$ cat config.mk
export PLATFORM = sky130hd
export DESIGN_NAME = imem_loader
export DESIGN_NICKNAME = d
export VERILOG_FILES = /design/src/rtl/mips_loader_pkg.sv /design/src/rtl/loader_word_asm.sv /design/src/rtl/imem_loader.sv
export SDC_FILE = /design/constraint.sdc
export NUM_CORES = 1
export LEC_CHECK = 0
export CAP_MARGIN = 20
export CORE_MARGIN = 2
export CORE_UTILIZATION = 30
export CTS_CLUSTER_DIAMETER = 200
export DETAILED_ROUTE_END_ITERATION = 10
export SETUP_SLACK_MARGIN = 0.1
export SYNTH_ARGS = -nofsm -noshare
export SYNTH_HDL_FRONTEND = slang
export SYNTH_SLANG_ARGS = --single-unit
$ cat constraint.sdc
create_clock -name clock -period 5.26 [get_ports clock]
set_input_delay 1.315 -clock clock [delete_from_list [all_inputs] [get_ports clock]]
set_output_delay 1.315 -clock clock [all_outputs]
set_load 0.02 [all_outputs]
$ cat src/rtl/mips_loader_pkg.sv
`default_nettype none
// ============================================================================
// Package     : mips_loader_pkg
// Description : Shared types and constants for the instruction-memory loader:
//               loader FSM state encoding, length-field width and bytes per
//               imem word.
// Revision    : 1.0 - initial release
// ============================================================================
package mips_loader_pkg;

  // Loader FSM states (3-bit encoding)
  typedef enum logic [2:0] {
    IDLE   = 3'd0,
    LEN_HI = 3'd1,
    LEN_LO = 3'd2,
    DATA   = 3'd3,
    CHECK  = 3'd4,
    DONE   = 3'd5,
    ERROR  = 3'd6
  } state_t;

  localparam int LEN_W          = 16;  // width of the frame word-count field
  localparam int BYTES_PER_WORD = 4;   // stream bytes per imem word

endpackage : mips_loader_pkg
`default_nettype wire

$ cat src/rtl/loader_word_asm.sv
`default_nettype none
// ============================================================================
// Module      : loader_word_asm
// Description : Assembles a big-endian 32-bit word from four accepted stream
//               bytes (first byte lands in bits 31:24). Emits a one-cycle
//               word_valid pulse the cycle after the fourth byte; word holds
//               the last completed word until the next one completes.
// Ports       : clock, reset (async, active-high)
//               clear      - synchronous restart of the byte position
//               byte_valid - a data byte is accepted this cycle
//               byte_in    - the accepted byte
//               byte_idx   - position (0..3) the next accepted byte fills
//               word_valid - completed-word strobe
//               word       - completed word
// Revision    : 1.0 - initial release
// ============================================================================
module loader_word_asm
  import mips_loader_pkg::*;
(
  input  logic        clock,
  input  logic        reset,
  input  logic        clear,
  input  logic        byte_valid,
  input  logic [7:0]  byte_in,
  output logic [1:0]  byte_idx,
  output logic        word_valid,
  output logic [31:0] word
);

  localparam logic [1:0] LAST_IDX = 2'(BYTES_PER_WORD - 1);

  // Only the first three bytes need storing; the fourth goes straight into word.
  logic [23:0] shift;

  always_ff @(posedge clock or posedge reset) begin
    if (reset) begin
      shift      <= '0;
      byte_idx   <= '0;
      word_valid <= 1'b0;
      word       <= '0;
    end else if (clear) begin
      shift      <= '0;
      byte_idx   <= '0;
      word_valid <= 1'b0;
    end else begin
      word_valid <= 1'b0;
      if (byte_valid) begin
        shift    <= {shift[15:0], byte_in};
        byte_idx <= byte_idx + 2'd1;
        if (byte_idx == LAST_IDX) begin
          word       <= {shift, byte_in};
          word_valid <= 1'b1;
        end
      end
    end
  end

endmodule : loader_word_asm
`default_nettype wire

$ cat src/rtl/imem_loader.sv
`default_nettype none
// ============================================================================
// Module      : imem_loader
// Description : Receives a program image as a byte stream (valid/ready),
//               frame = LEN_HI, LEN_LO, 4*N data bytes, XOR check byte.
//               Writes big-endian words to imem addresses 0..N-1 and holds
//               the CPU until the image is complete and its checksum matches.
// Ports       : clock, reset (async, active-high), start (load pulse)
//               in_valid/in_data/in_ready - byte stream handshake
//               imem_we/imem_addr/imem_wdata - imem write port
//               cpu_hold - CPU held while not DONE
//               done     - image loaded and verified
//               error    - bad checksum or word count above DEPTH
// Revision    : 1.0 - initial release
// ============================================================================
module imem_loader
  import mips_loader_pkg::*;
#(
  parameter int ADDR_W = 8,
  parameter int DEPTH  = 256
) (
  input  logic              clock,
  input  logic              reset,
  input  logic              start,
  input  logic              in_valid,
  input  logic [7:0]        in_data,
  output logic              in_ready,
  output logic              imem_we,
  output logic [ADDR_W-1:0] imem_addr,
  output logic [31:0]       imem_wdata,
  output logic              cpu_hold,
  output logic              done,
  output logic              error
);

  localparam logic [LEN_W:0] DEPTH_CMP = (LEN_W + 1)'(DEPTH);
  localparam logic [1:0]     LAST_IDX  = 2'(BYTES_PER_WORD - 1);

  state_t           state;
  state_t           state_nx;
  logic [7:0]       len_hi;
  logic [LEN_W-1:0] len;
  logic [LEN_W-1:0] word_cnt;   // index of the word currently being assembled
  logic [7:0]       checksum;

  logic             accept;
  logic             restart;
  logic [LEN_W-1:0] len_rx;
  logic             len_too_big;
  logic             last_word;
  logic             word_end;
  logic [1:0]       byte_idx;

  assign accept      = in_valid & in_ready;
  assign len_rx      = {len_hi, in_data};
  // Compare one bit wider so the check stays unsigned for any DEPTH.
  assign len_too_big = {1'b0, len_rx} > DEPTH_CMP;
  assign last_word   = (word_cnt + LEN_W'(1)) == len;
  assign word_end    = accept && (state == DATA) && (byte_idx == LAST_IDX);
  assign restart     = start && (state == IDLE || state == DONE || state == ERROR);

  // --------------------------------------------------------------------------
  // FSM
  // --------------------------------------------------------------------------
  always_ff @(posedge clock or posedge reset) begin
    if (reset) state <= IDLE;
    else       state <= state_nx;
  end

  always_comb begin
    state_nx = state;
    in_ready = 1'b0;
    case (state)
      IDLE, DONE, ERROR: begin
        if (start) state_nx = LEN_HI;
      end
      LEN_HI: begin
        in_ready = 1'b1;
        if (accept) state_nx = LEN_LO;
      end
      LEN_LO: begin
        in_ready = 1'b1;
        if (accept) begin
          if (len_too_big)      state_nx = ERROR;
          else if (len_rx == 0) state_nx = CHECK;
          else                  state_nx = DATA;
        end
      end
      DATA: begin
        in_ready = 1'b1;
        if (word_end && last_word) state_nx = CHECK;
      end
      CHECK: begin
        in_ready = 1'b1;
        if (accept) state_nx = (in_data == checksum) ? DONE : ERROR;
      end
      default: state_nx = IDLE;
    endcase
  end

  assign done     = (state == DONE);
  assign error    = (state == ERROR);
  assign cpu_hold = (state != DONE);

  // --------------------------------------------------------------------------
  // Length, checksum and write-address tracking
  // --------------------------------------------------------------------------
  always_ff @(posedge clock or posedge reset) begin
    if (reset) begin
      len_hi    <= '0;
      len       <= '0;
      word_cnt  <= '0;
      checksum  <= '0;
      imem_addr <= '0;
    end else if (restart) begin
      len_hi    <= '0;
      len       <= '0;
      word_cnt  <= '0;
      checksum  <= '0;
      imem_addr <= '0;
    end else begin
      // The check byte itself is excluded from the running XOR.
      if (accept && state != CHECK) checksum <= checksum ^ in_data;
      if (accept && state == LEN_HI) len_hi <= in_data;
      if (accept && state == LEN_LO) len <= len_rx;
      // Address is latched with the final byte so it lines up with the
      // assembler's write strobe one cycle later.
      if (word_end) begin
        imem_addr <= word_cnt[ADDR_W-1:0];
        word_cnt  <= word_cnt + LEN_W'(1);
      end
    end
  end

  loader_word_asm u_word_asm (
    .clock      (clock),
    .reset      (reset),
    .clear      (restart),
    .byte_valid (accept && state == DATA),
    .byte_in    (in_data),
    .byte_idx   (byte_idx),
    .word_valid (imem_we),
    .word       (imem_wdata)
  );

endmodule : imem_loader
`default_nettype wire

### After elaboration in Yosys (flattened, before gate mapping)

Index checks and enable logic that the tools add are counted.

* output and inout bits: 45
* input bits: 12
* word-level logic and storage cells: 79
* register bits: 118
* memories kept: 0
* bits in latches: 0
* bits in read-only memories: 0
* memory bits (writable): 0

* bitwise operators: 3
* shift-type cells: 0
* reduce and logical (&&, ||, !) cells: 20
* equality and inequality tests: 16
* div/mod/pow operators: 0
* $add $sub $neg: 2
* multipliers: 0
* $lt $le $gt $ge: 1
* mux-type cells: 27

Operator list (number)
* 16-bit two-way mux: 4
* 24-bit two-way mux: 2
* 8-bit two-way mux: 6
* 3-bit two-way mux: 7
* 16-bit by 1-bit adder with 16-bit output, second input constant: 1
* 16-bit == test: 1
* 16-bit by 9-bit > comparator with 1-bit output, second input constant: 1
* 16-bit zero test: 1
* 3-bit one-hot mux with 5 select lines: 1
* 2-bit nonzero test: 5
* 3-bit == test, second input constant: 3
* 8-bit == test: 1
* 2-bit != test, second input constant: 4
* 8-bit XOR: 1
* 1-bit logical AND: 7
* 3-bit by 2-bit == test with 1-bit output, second input constant: 2
* 2-bit two-way mux: 3
* 3-bit != test, second input constant: 2
* 5-bit AND reduction: 1
* 1-bit two-way mux: 4
* 4-bit OR reduction: 1
* 3-bit by 1-bit == test with 1-bit output, second input constant: 1
* 3-bit zero test: 1
* 3-bit AND reduction: 1
* 7 further kinds: 8

### Longest topological paths before layout

* word-level depth: 9
* depth in mapped cells: 9
* gate-level depth less buffers: 7

### Cells and area by module

A second synthesis with hierarchy kept.

* cell total of the unflattened synthesis: 537
* area total of the unflattened synthesis: 5755.5 um^2

Modules (own cells, without submodules)
* imem_loader: cells each 381, area each 3338.2 um^2, times used 1, sequential area each 1476.4 um^2
* loader_word_asm: cells each 156, area each 2417.3 um^2, times used 1, sequential area each 1476.4 um^2

### Least setup slack after synthesis

OpenSTA, ideal clock, no wires.

* path type: input port to flip-flop
* start point: input in_valid
* end point: register state[1]
* stages: 7
* data required time: 5.126 ns
* library setup time: 0.134 ns
* arrival time: 2.576 ns
* path buffers: 1
* path slack: 2.551 ns
* cells stage by stage: and4b_1 > buf_4 > nand2_2 > a2111oi_2 > nand4b_1 > nor4_2 > a211oi_1

* longest elaborated chain between the ends: 6
* elaborated cells on any way between the ends: 9
* those cells by class: 4 x eq/ne; 1 x bitwise; 4 x reduce/logical

RTL lines
* from (decl): RTL line imem_loader.sv:25 `input logic in_valid,`
* 1-bit AND (*): RTL line imem_loader.sv:54 `assign accept = in_valid & in_ready;`
* 1-bit logical AND (2 in a row): RTL line imem_loader.sv:59 `assign word_end = accept && (state == DATA) && (byte_idx == LAST_IDX);`
* 1-bit logical AND: RTL line imem_loader.sv:91 `if (word_end && last_word) state_nx = CHECK;`
* 2-bit by 1-bit != test with 1-bit output (no source line)
* 5-bit AND reduction (no source line) (*)
* to (signal assigned): RTL line imem_loader.sv:67 `else state <= state_nx;`
* to (decl): RTL line imem_loader.sv:39 `state_t state;`

Every way passes the cells marked *; elsewhere a longest branch is shown, timed or not.
A chain may end at the register's enable or synchronous reset.

### Final worst setup path

* start point: register state[2]
* end point: output done

* longest elaborated chain between the ends: 1

RTL lines
* 3-bit == test: RTL line imem_loader.sv:101 `assign done = (state == DONE);`
* to (decl): RTL line imem_loader.sv:32 `output logic done,`

Every way passes these cells.

==> flow_metrics.env <==
export IMPL_cp_start_kind="flip-flop"
export IMPL_path_max_fanout=11
export IMPL_cap_violations=0
export IMPL_tns_ns=0
export IMPL_die_y_um=142.4
export IMPL_cts_htree_levels=4
export IMPL_fillers=1910
export IMPL_drc=0
export IMPL_path_class="reg2out"
export IMPL_ctsResizeCount=0
export IMPL_vias=4490
export IMPL_avgSynthCellArea_um2=8.912
export IMPL_core_area_um2=18770
export IMPL_path_common_cell="inv_1"
export IMPL_p_per_area_nw_per_um2=515.7
export IMPL_areaGrowthSynthToFinish_pct=21.85
export IMPL_clkLatencyLatePin_ns=0.42
export IMPL_pre_cts_ws_ns=1.487
export IMPL_synth_xor_area_share_pct=6.030
export IMPL_ys_flop_type="dfrtp_1"
export IMPL_gp_congestion=0.8516
export IMPL_postCtsSetupBuffers=0
export IMPL_synthAdderAreaFrac_pct=0.6095
export IMPL_io_buffers=56
export IMPL_crit_slowest_cell="dfrtp_1"
export IMPL_cts_buffer_depth=2
export IMPL_r2r_cells=7
export IMPL_synth_warnings=0
export IMPL_dp_hpwl_um=8746
export IMPL_fin_util_pct=37.32
export IMPL_wire_per_inst_um=14.74
export IMPL_seqCellArea_um2=2953
export IMPL_synth_cell_types=67
export IMPL_outcome="completed"
export IMPL_total_power_w=0.003612
export IMPL_worst_slew_pin_slew_ns=1.034
export IMPL_cp_arrival_ns=2.23
export IMPL_wirelength_um=13670
export IMPL_yosys_mux_area_fraction_pct=1.959
export IMPL_vias_per_cell=4.844
export IMPL_cts_tree="done"
export IMPL_drive_gt1_share_pct=8.369
export IMPL_io_pins=57
export IMPL_setup_violations_final=0
export IMPL_power_leakage_nw=3.085
export IMPL_final_common_cell="nand2_1"
export IMPL_antenna_found_initial=0
export IMPL_setup_ws_ns=1.714
export IMPL_synthTopCellsByArea="dfrtp_1 (51%), nand2_1 (14%), a21oi_1 (4.6%)"
export IMPL_yosysTopAreaCellShare_pct=51.37
export IMPL_final_hold_viol_count=0
export IMPL_drt_pass1_iter_count=4
export IMPL_synth_edf_count=0
export IMPL_start_util_pct=30.63
export IMPL_min_period_ns=3.546
export IMPL_yosysSeqAreaShare_pct=51.37
export IMPL_clkSlewWorstSetupHoldPaths_ns=0.05
export IMPL_final_cell_mix="nand2_1 (217), dfrtp_1 (118), clkdlybuf4s50_1 (56), a21oi_1 (53), nor2_1 (35)"
export IMPL_cts_sinks=118
export IMPL_syn_area_um2=5748
export IMPL_ant_nets=0
export IMPL_ir_worst_vdd_mv=0.2244
export IMPL_synthSimpleGateAreaFrac_pct=23.62
export IMPL_drv_slew=0
export IMPL_synth_compound_area_share_pct=11.58
export IMPL_rsz0062_at_grt="no"
export IMPL_yosysTopAreaCell="dfrtp_1"
export IMPL_min_path_type="reg2reg"
export IMPL_worstSetupEndpointType="output pin"
export IMPL_drtIter0Drc=420
export IMPL_grt_max_degree=75
export IMPL_grtUsageTotal_pct=14.34
export IMPL_synth_cells=645
export IMPL_root_buffer="clkbuf_16"
export IMPL_antennaDiodeCount=0
export IMPL_required_ns=3.94
export IMPL_hold_depth=2
export IMPL_hold_buffers=0
export IMPL_num_rows=50
export IMPL_async_reset_ff_share_pct=100.0
export IMPL_grt_pass1_vias=4242
export IMPL_dieArea_um2=20280
export IMPL_worstPathCellList="inv_1, or2_2, inv_1, clkdlybuf4s50_1"
export IMPL_multi_input_area_um2=2519
export IMPL_fin_crit_sh_pct=67.41
export IMPL_grt_ovfl_total=0
export IMPL_fmax_mhz=282.0
export IMPL_grt_first_pass_wirelength_um=22990
export IMPL_die_width_um=142.4
export IMPL_max_slew_margin_pct=30.90
export IMPL_synth_nets=659
export IMPL_synth_top_family_by_area="simple AND/OR/NAND/NOR gates"
export IMPL_numCtsBuffers=17
export IMPL_skew_ns=0.009019
export IMPL_synth_seq_cells=118
export IMPL_slowest_delay_ns=0.59
export IMPL_final_nets=694
## stage by stage
step	area, um2	std cells	hold WS, ns
final	7004	927	0.4664
after global routing	7004	927	0.4958
after CTS	6997	926	0.4699
after detailed placement	6400	894	0.4520
after global placement	6400	894	0.4558
after floorplan	5748	645	0.4386
## Yosys cell counts (all sizes together), types with 2 or more instances
| master | count |
|---|---|
| nand2 | 218 |
| dfrtp | 118 |
| a21oi | 53 |
| nor2 | 35 |
| clkbuf | 30 |
| o21ai | 28 |
| xnor2 | 20 |
| xor2 | 17 |
| buf | 16 |
| nand3 | 12 |
| mux2i | 9 |
| nor4 | 7 |
| inv | 6 |
| nand2b | 6 |
| nand4 | 6 |
| a31oi | 5 |
| and3 | 4 |
| and2 | 3 |
| nand3b | 3 |
| nor4b | 3 |
| o21a | 3 |
| o22ai | 3 |
| o31ai | 3 |
| or3 | 3 |
| ha | 2 |
| mux2 | 2 |
| nor3 | 2 |
| o211a | 2 |
| o41ai | 2 |
| or2 | 2 |
| or4 | 2 |
## power by group
part           internal (W)  switching [W]  total, W  leakage, nW
clock              0.000756       0.000407   0.00116        0.292
sequential          0.00117       0.000245   0.00141         1.60
combinational      0.000454       0.000583   0.00104         1.19
## worst max-delay path: cells and delay by family (launching register included)
family / cells / cell delay [ns]
buf+inv: 3 / 0.87
simple gates: 1 / 0.36
flops: 1 / 0.59
## layer usage
layer  share of wire (%)  vias up  GRT usage [%]
li1                    -     2223              -
met1                  50     2143          21.29
met2                  43      105          19.81
met3                 5.4       19          4.273
met4                 1.4        0          4.690
met5                   0        -              0
## cell families after synthesis
| kind of cell | count (synthesis) |
|---|---|
| adders and majority gates | 3 |
| AOI/OAI and AO/OA | 113 |
| DFF | 118 |
| buffers and inverters | 52 |
| and+or+nand+nor | 310 |
| muxes | 11 |
| xor gates and xnor gates | 38 |
## final cells by class
class / instances / share of cell area [%]
clock buffers: 24 / 7.163
clock inverters: 8 / 1.358
inverters: 6 / 0.3573
multi-input cells: 475 / 35.96
flip-flops and latches: 118 / 42.16
well taps: 234 / 4.180
repair buffers: 62 / 8.825
## worst paths after layout
kind                                                       start                              end  slack (ns)
worst min register to register  u_word_asm.shift[18]$_DFFE_PP0P_  u_word_asm.word[26]$_DFFE_PP0P_        0.47
max in group asynchronous                                  reset         word_cnt[11]$_DFFE_PP0P_        3.06
worst max-delay path                        state[2]$_DFFE_PP0P_                             done        1.71
min in group asynchronous                                  reset  u_word_asm.word[15]$_DFFE_PP0P_        1.45
worst max register to register              state[0]$_DFFE_PP0P_             state[0]$_DFFE_PP0P_        2.58
worst min-delay path            u_word_asm.shift[18]$_DFFE_PP0P_  u_word_asm.word[26]$_DFFE_PP0P_        0.47
## state kept, by name, summed over array words and instances (netlist names), 2 cells and up
signal,count
u_word_asm.word,32
u_word_asm.shift,24
len,16
word_cnt,16
checksum,8
imem_addr,8
len_hi,8
state,3
u_word_asm.byte_idx,2
Power figures use the tool's default switching activity.
